$ cat src/rtl/reg_wb_arbiter_pkg.sv
// Shared constants for the register-file write-port controller: default widths,
// FSM state encoding and requester identifiers.
package reg_wb_arbiter_pkg;

    localparam int AW_DEF = 5;
    localparam int DW_DEF = 32;

    localparam logic ST_INIT = 1'b0;
    localparam logic ST_RUN  = 1'b1;

    localparam logic REQ_A = 1'b0;
    localparam logic REQ_B = 1'b1;

endpackage

$ cat src/rtl/reg_wb_arbiter_rr_arb2.sv
// Two-way round-robin grant generator. req[0]/gnt[0] is requester A, req[1]/gnt[1] is B;
// on contention the requester that did not win last time is granted.
module rr_arb2
    import reg_wb_arbiter_pkg::*;
(
    input  logic [1:0] req,
    input  logic       last,
    output logic [1:0] gnt
);

    // NOTE: every path assigns gnt, so this stays purely combinational (no latch).
    always_comb begin
        gnt = 2'b00;
        case (req)
            2'b01:   gnt = 2'b01;
            2'b10:   gnt = 2'b10;
            2'b11:   gnt = (last == REQ_A) ? 2'b10 : 2'b01;
            default: gnt = 2'b00;
        endcase
    end

endmodule

$ cat src/rtl/reg_wb_arbiter.sv
// Write-port controller for the general register file: clears r1..NREG-1 after reset,
// then shares the single write port between requesters A and B with round-robin arbitration.
module reg_wb_arbiter
    import reg_wb_arbiter_pkg::*;
#(
    parameter int NREG    = 32,
    parameter int AW      = AW_DEF,
    parameter int DW      = DW_DEF,
    parameter int INIT_EN = 1
) (
    input  logic          clk,
    input  logic          rst_n,
    input  logic          a_valid,
    input  logic [AW-1:0] a_addr,
    input  logic [DW-1:0] a_data,
    output logic          a_ready,
    input  logic          b_valid,
    input  logic [AW-1:0] b_addr,
    input  logic [DW-1:0] b_data,
    output logic          b_ready,
    output logic          reg_we,
    output logic [AW-1:0] reg_waddr,
    output logic [DW-1:0] reg_wdata,
    output logic          init_done
);

    localparam logic [AW-1:0] CNT_LAST  = AW'(NREG - 1);
    localparam logic          ST_RESET  = (INIT_EN != 0) ? ST_INIT : ST_RUN;
    localparam logic          DONE_RST  = (INIT_EN == 0);

    logic          state_q, state_d;
    logic [AW-1:0] cnt_q, cnt_d;
    logic          rr_last_q, rr_last_d;
    logic          reg_we_q, reg_we_d;
    logic [AW-1:0] reg_waddr_q, reg_waddr_d;
    logic [DW-1:0] reg_wdata_q, reg_wdata_d;
    logic          init_done_q, init_done_d;

    logic [1:0] gnt;
    logic       live;
    logic       a_fire, b_fire;

    rr_arb2 u_rr_arb2 (
        .req  ({b_valid, a_valid}),
        .last (rr_last_q),
        .gnt  (gnt)
    );

    // Ready is gated by rst_n directly so nothing is accepted while reset is held,
    // even when INIT_EN=0 leaves the FSM in RUN during reset.
    assign live    = rst_n && (state_q == ST_RUN);
    assign a_ready = live && gnt[0];
    assign b_ready = live && gnt[1];
    assign a_fire  = a_valid && a_ready;
    assign b_fire  = b_valid && b_ready;

    always_comb begin
        state_d     = state_q;
        cnt_d       = cnt_q;
        rr_last_d   = rr_last_q;
        reg_we_d    = 1'b0;
        reg_waddr_d = reg_waddr_q;
        reg_wdata_d = reg_wdata_q;
        init_done_d = init_done_q;

        if (state_q == ST_INIT) begin
            reg_we_d    = 1'b1;
            reg_waddr_d = cnt_q;
            reg_wdata_d = '0;
            cnt_d       = cnt_q + 1'b1;
            if (cnt_q == CNT_LAST) begin
                state_d     = ST_RUN;
                init_done_d = 1'b1;
            end
        end else if (a_fire) begin
            // Writes to r0 are accepted but never reach the register file.
            reg_we_d    = (a_addr != '0);
            reg_waddr_d = a_addr;
            reg_wdata_d = a_data;
            rr_last_d   = REQ_A;
        end else if (b_fire) begin
            reg_we_d    = (b_addr != '0);
            reg_waddr_d = b_addr;
            reg_wdata_d = b_data;
            rr_last_d   = REQ_B;
        end
    end

    // NOTE: sequential state uses non-blocking assignments only; the reset is synchronous.
    always_ff @(posedge clk) begin
        if (!rst_n) begin
            state_q     <= ST_RESET;
            cnt_q       <= AW'(1);
            rr_last_q   <= REQ_B;
            reg_we_q    <= 1'b0;
            reg_waddr_q <= '0;
            reg_wdata_q <= '0;
            init_done_q <= DONE_RST;
        end else begin
            state_q     <= state_d;
            cnt_q       <= cnt_d;
            rr_last_q   <= rr_last_d;
            reg_we_q    <= reg_we_d;
            reg_waddr_q <= reg_waddr_d;
            reg_wdata_q <= reg_wdata_d;
            init_done_q <= init_done_d;
        end
    end

    assign reg_we    = reg_we_q;
    assign reg_waddr = reg_waddr_q;
    assign reg_wdata = reg_wdata_q;
    assign init_done = init_done_q;

endmodule

$ cat config.mk
export PLATFORM = sky130hd
export DESIGN_NAME = reg_wb_arbiter
export DESIGN_NICKNAME = d
export VERILOG_FILES = /design/src/rtl/reg_wb_arbiter_pkg.sv /design/src/rtl/reg_wb_arbiter_rr_arb2.sv /design/src/rtl/reg_wb_arbiter.sv
export SDC_FILE = /design/constraint.sdc
export NUM_CORES = 1
export LEC_CHECK = 0
export CORE_UTILIZATION = 33
export CTS_CLUSTER_SIZE = 10
export DETAILED_ROUTE_END_ITERATION = 12
export PLACE_DENSITY = 0.75
export SKIP_CTS_REPAIR_TIMING = 1
export SYNTH_ARGS = -nofsm -noshare
export SYNTH_HDL_FRONTEND = slang
export SYNTH_SLANG_ARGS = --single-unit
$ cat constraint.sdc
create_clock -name clk -period 1.7 [get_ports clk]
set_clock_uncertainty 0.15 [all_clocks]
set_input_delay 0.34 -clock clk [delete_from_list [all_inputs] [get_ports clk]]
set_output_delay 0.34 -clock clk [all_outputs]
set_load 0.005 [all_outputs]
Word level (Yosys, flattened, before mapping)
Cells that the tools add are included.
- bits in registers: 46
- bits of input ports: 78
- ROM bits: 0
- bits in writable memories: 0
- bits in latches: 0
- word-level logic and storage cells: 39
- memories: 0
- shifts and indexed selects: 0
- eq/ne operators: 5
- mux-type cells: 14
- multipliers: 0
- reduce and logical (&&, ||, !) cells: 11
- $add $sub $neg: 1
- div/mod/pow operators: 0
- $lt $le $gt $ge: 0
- bitwise operators: 1
- operators by type and width (operator ; number):
    32-bit 2-to-1 mux ; 2
    5-bit 2-to-1 mux ; 3
    5-bit nonzero test ; 2
    1-bit 2-to-1 mux ; 7
    2-bit one-hot mux with 3 select lines ; 1
    2-bit AND reduction ; 3
    5-bit by 1-bit adder with 5-bit output (second input constant) ; 1
    5-bit equality test (second input constant) ; 1
    1-bit logical AND ; 5
    2-bit equality test (second input constant) ; 2
    3-bit by 1-bit != test with 1-bit output (second input constant) ; 1
    2-bit by 1-bit equality test with 1-bit output (second input constant) ; 1
    2-bit 2-to-1 mux ; 1
    2-bit nonzero test ; 1
    1-bit inverter ; 1

Logic depth before layout (Yosys ltp)
- depth after elaboration: 7
- depth in mapped cells: 9
- mapped depth without buffers: 5

By module
Synthesis repeated with hierarchy kept, for this count alone.
- cell total of the unflattened synthesis: 222
- area total of the unflattened synthesis: 2103.3 um2
- by module, submodules not included (module ; seq. area each (um2) ; area an instance (um2) ; cells an instance ; times used):
    reg_wb_arbiter ; 920.9 ; 2084.5 ; 219 ; 1
    rr_arb2 ; 0.0 ; 18.8 ; 3 ; 1

Worst setup path before layout
Ideal clock, no wire load.
- kind: input-to-reg
- from: input rst_n
- to: register reg_wdata_q[4], in the netlist reg_wdata[4]
- stages: 9
- required time: 1.418 ns
- data arrival time: 1.373 ns
- path buffers: 4
- path slack: 0.045 ns
- cell sequence: buf_4 > and2_4 > buf_6 > nand3_2 > buf_6 > inv_4 > buf_6 > a22oi_1 > a21oi_1
- word-level cells in the longest chain between the ends: 4
- elaborated cells on any way between the ends: 8
- ends and longest elaborated chain (item ; line ; source):
    start, declared ; reg_wb_arbiter.sv:12 ; input logic rst_n,
    1-bit logical AND * ; reg_wb_arbiter.sv:51 ; assign live = rst_n && (state_q == ST_RUN);
    1-bit logical AND * ; reg_wb_arbiter.sv:52 ; assign a_ready = live && gnt[0];
    via a_ready ; reg_wb_arbiter.sv:16 ; output logic a_ready,
    1-bit logical AND * ; reg_wb_arbiter.sv:54 ; assign a_fire = a_valid && a_ready;
    32-bit 2-to-1 mux / 2-bit nonzero test (equally long branches) ; n/a ;
    end signal, assigned ; reg_wb_arbiter.sv:105 ; reg_wdata_q <= reg_wdata_d;
    end, declared ; reg_wb_arbiter.sv:36 ; logic [DW-1:0] reg_wdata_q, reg_wdata_d;
The timed path passes the listed nets; every way through them passes the cells marked *.
A chain may end at the register's enable or synchronous reset.

Final worst setup path
- from: register reg_waddr_q[4], in the netlist reg_waddr[4]
- to: output reg_waddr[4]
- RTL lines (item ; line ; source):
    start, declared ; reg_wb_arbiter.sv:35 ; logic [AW-1:0] reg_waddr_q, reg_waddr_d;
    start signal, assigned ; reg_wb_arbiter.sv:104 ; reg_waddr_q <= reg_waddr_d;
    end, declared ; reg_wb_arbiter.sv:22 ; output logic [AW-1:0] reg_waddr,
No word-level cell between the ends.

==> reports/metrics.yaml <==
status: "complete, no violations"
yosysTopAreaCellShare_pct: 47.0
drt-initial-drc-count: 94
post-route-util_pct: 60.8
crit_chain: "clkdlybuf4s50_1"
die_h_um: 79.0
rsz0062_at_grt: "no"
cp.required_ps: 1210
via_per_inst: 5.03
end_kind: "output pin"
cts_tree: "yes"
intPower_mw: 1.64
routed_wl_um: 5740
htreeDepth: 2
async_flop_share_pct: 0
hold_class: "input port to register"
yosys-top-cells-area: "dfxtp_1 (47%), mux2i_1 (8.7%), a22oi_1 (5.4%)"
clk_pin_slew_ps: 80
start_util_pct: 34.9
final_hold_viol_count: 0
power.total_mw: 2.07
drv_slew: 0
post-route-period-util_pct: 97.1
wire_per_inst_um: 14.0
peakVddDrop_v: 0.000375
die_x_um: 79.0
final_layout_size_suffix_gt1_share_pct: 11.5
io_pins: 119
cp-start-kind: "register"
syn_to_final_growth_pct: 74.1
gr-total-overflow: 0
p_leak_nw: 1.35
finalSetupViolCount: 0
drtAntennaViolNets: 0
fmax_mhz: 606
ys_ff_latch: 46
fin_area_um2: 3410
crit_buf_inv: 1
dp.cells: 400
fin_setup_tns_ps: 0
hpwl_um: 4380
n_fill_cell: 519
cpMaxStageDelayCell: "clkdlybuf4s50_1"
cpLargestDelayFamily: "buffers and inverters"
finalNonFillerCells: 410
synth_largest_area_cell: "dfxtp_1"
grt_pass1_wl_um: 8880
grt_pass1_vias: 1918
nets: 417
design.die.area_um2: 6250
dpl_cell_area_um2: 3300
rows: 27
period_needed_ps: 1650
antenna_cells: 0
powerDensity_nw_per_um2: 606
drc: 0
worst_pin_slew_ps: 343
grt_start_max_net_pins: 24
power_frac_comb_pct: 14.2
avgSynthCellArea_um2: 9.46
grtUsageTotal_pct: 18.2
pwr-share-seq_pct: 53.6
synth_enable_flop_cells: 0
synth_seq_area_share_pct: 47.0
switching_share_pct: 20.7
cts_buffer_depth: 2
portBuffers: 118
cts.sinks: 46
synth_nets: 287
clk-insertion-delay-late_ps: 290
syn_area_um2: 1960
crit_arrival_ps: 1160
clkPwrFrac_pct: 32.2
synth_cell_types: 38
ys_top_cells_by_count: "dfxtp_1 (46), a21oi_1 (17), mux2i_1 (17), nor2_1 (17), nand3_1 (15)"
synthFlopType: "dfxtp_1"
synth.most_common_cell: "dfxtp_1"
relSlewSlack_pct: 76.8
firstDrtPassIters: 7
cts_root_buffer: "clkbuf_8"
numCtsBuffers: 5
synth_warnings: 0
slowest_delay_ps: 530
syn_inst: 207
gp_congestion: 0.753
critical_path_class: "register to output pin"
max-cap-violations: 0
dr_total_vias: 2064
critPathMaxFanout: 2
grt_antenna_before_repair: 0
core_um2: 5610
p_sw_mw: 0.428
## layout by cell type, fill, tap and decap left out, types with 4 or more instances in the layout
| master | instances |
|---|---|
| a22oi_1 | 14 |
| dlymetal6s2s_1 | 4 |
| clkdlybuf4s50_1 | 112 |
| o21ai_0 | 8 |
| nor2_1 | 17 |
| clkbuf_8 | 6 |
| dfxtp_1 | 45 |
| o21ai_1 | 7 |
| a21oi_1 | 17 |
| nand2_1 | 13 |
| nand3_1 | 15 |
| a222oi_1 | 9 |
| buf_4 | 18 |
| mux2i_1 | 17 |
## cell families (layout without fill, tap and decap cells)
family	Yosys count	in the layout	share of synthesized area (%)
XOR/XNOR	3	3	1.34
multiplexers	17	17	8.69
buffers and inverters	20	150	6.64
AND/OR/NAND/NOR	55	55	13.2
adder cells (fa/ha/maj)	2	2	1.28
flip-flops	46	46	47.0
AO/OA/AOI/OAI	64	65	21.9
## state kept, by name, summed over array words and instances, names as in the netlist
signal / cells
rr_last_q: 1
reg_we: 1
state_q: 1
reg_wdata: 32
init_done: 1
cnt_q: 5
reg_waddr: 5
## power groups by stage
stage	clock network [mW]	logic (mW)	registers (mW)
detailed placement	0	0.292	1.13
floorplan	0	0.0652	1.13
CTS	0.695	0.294	1.11
global placement	0	0.288	1.13
finish	0.665	0.293	1.11
global route	0.749	0.315	1.11
## cell type report
cell class                 count  area [um2]  area share (%)
multi-input combinational    142         925            27.1
tap                           72        90.1            2.64
timing repair buffer         139        1370            40.1
sequential                    46         922            27.0
inverter                       3        13.8           0.404
clock inverter                 1        5.00           0.147
clock buffer                   7        86.3            2.53
## per-layer routing
layer  vias to the layer above  GRT usage, %  routed length [um]
met4                         0          4.91                  44
met1                       958          22.2                2380
met3                         4          3.91                 418
li1                       1029             -                   -
met2                        73          32.1                2890
met5                         -             0                   0
## worst paths after layout
path         cells after the start             to           from  slack, ps
max                              1   reg_waddr[4]   reg_waddr[4]         50
max reg2reg                      6  reg_wdata[31]        state_q        140
min reg2reg                      2  reg_wdata[29]  reg_wdata[29]        300
min                              3       cnt_q[0]          rst_n        270
## per-stage QoR
step / hold WS, ps / setup WS [ps]
2_1_floorplan: 303 / 44.7
3_3_place_gp: 291 / -555
3_5_place_dp: 295 / -568
4_1_cts: 306 / -570
5_1_grt: 278 / 0.672
6_report: 266 / 49.5
Power figures use the tool's default switching activity.
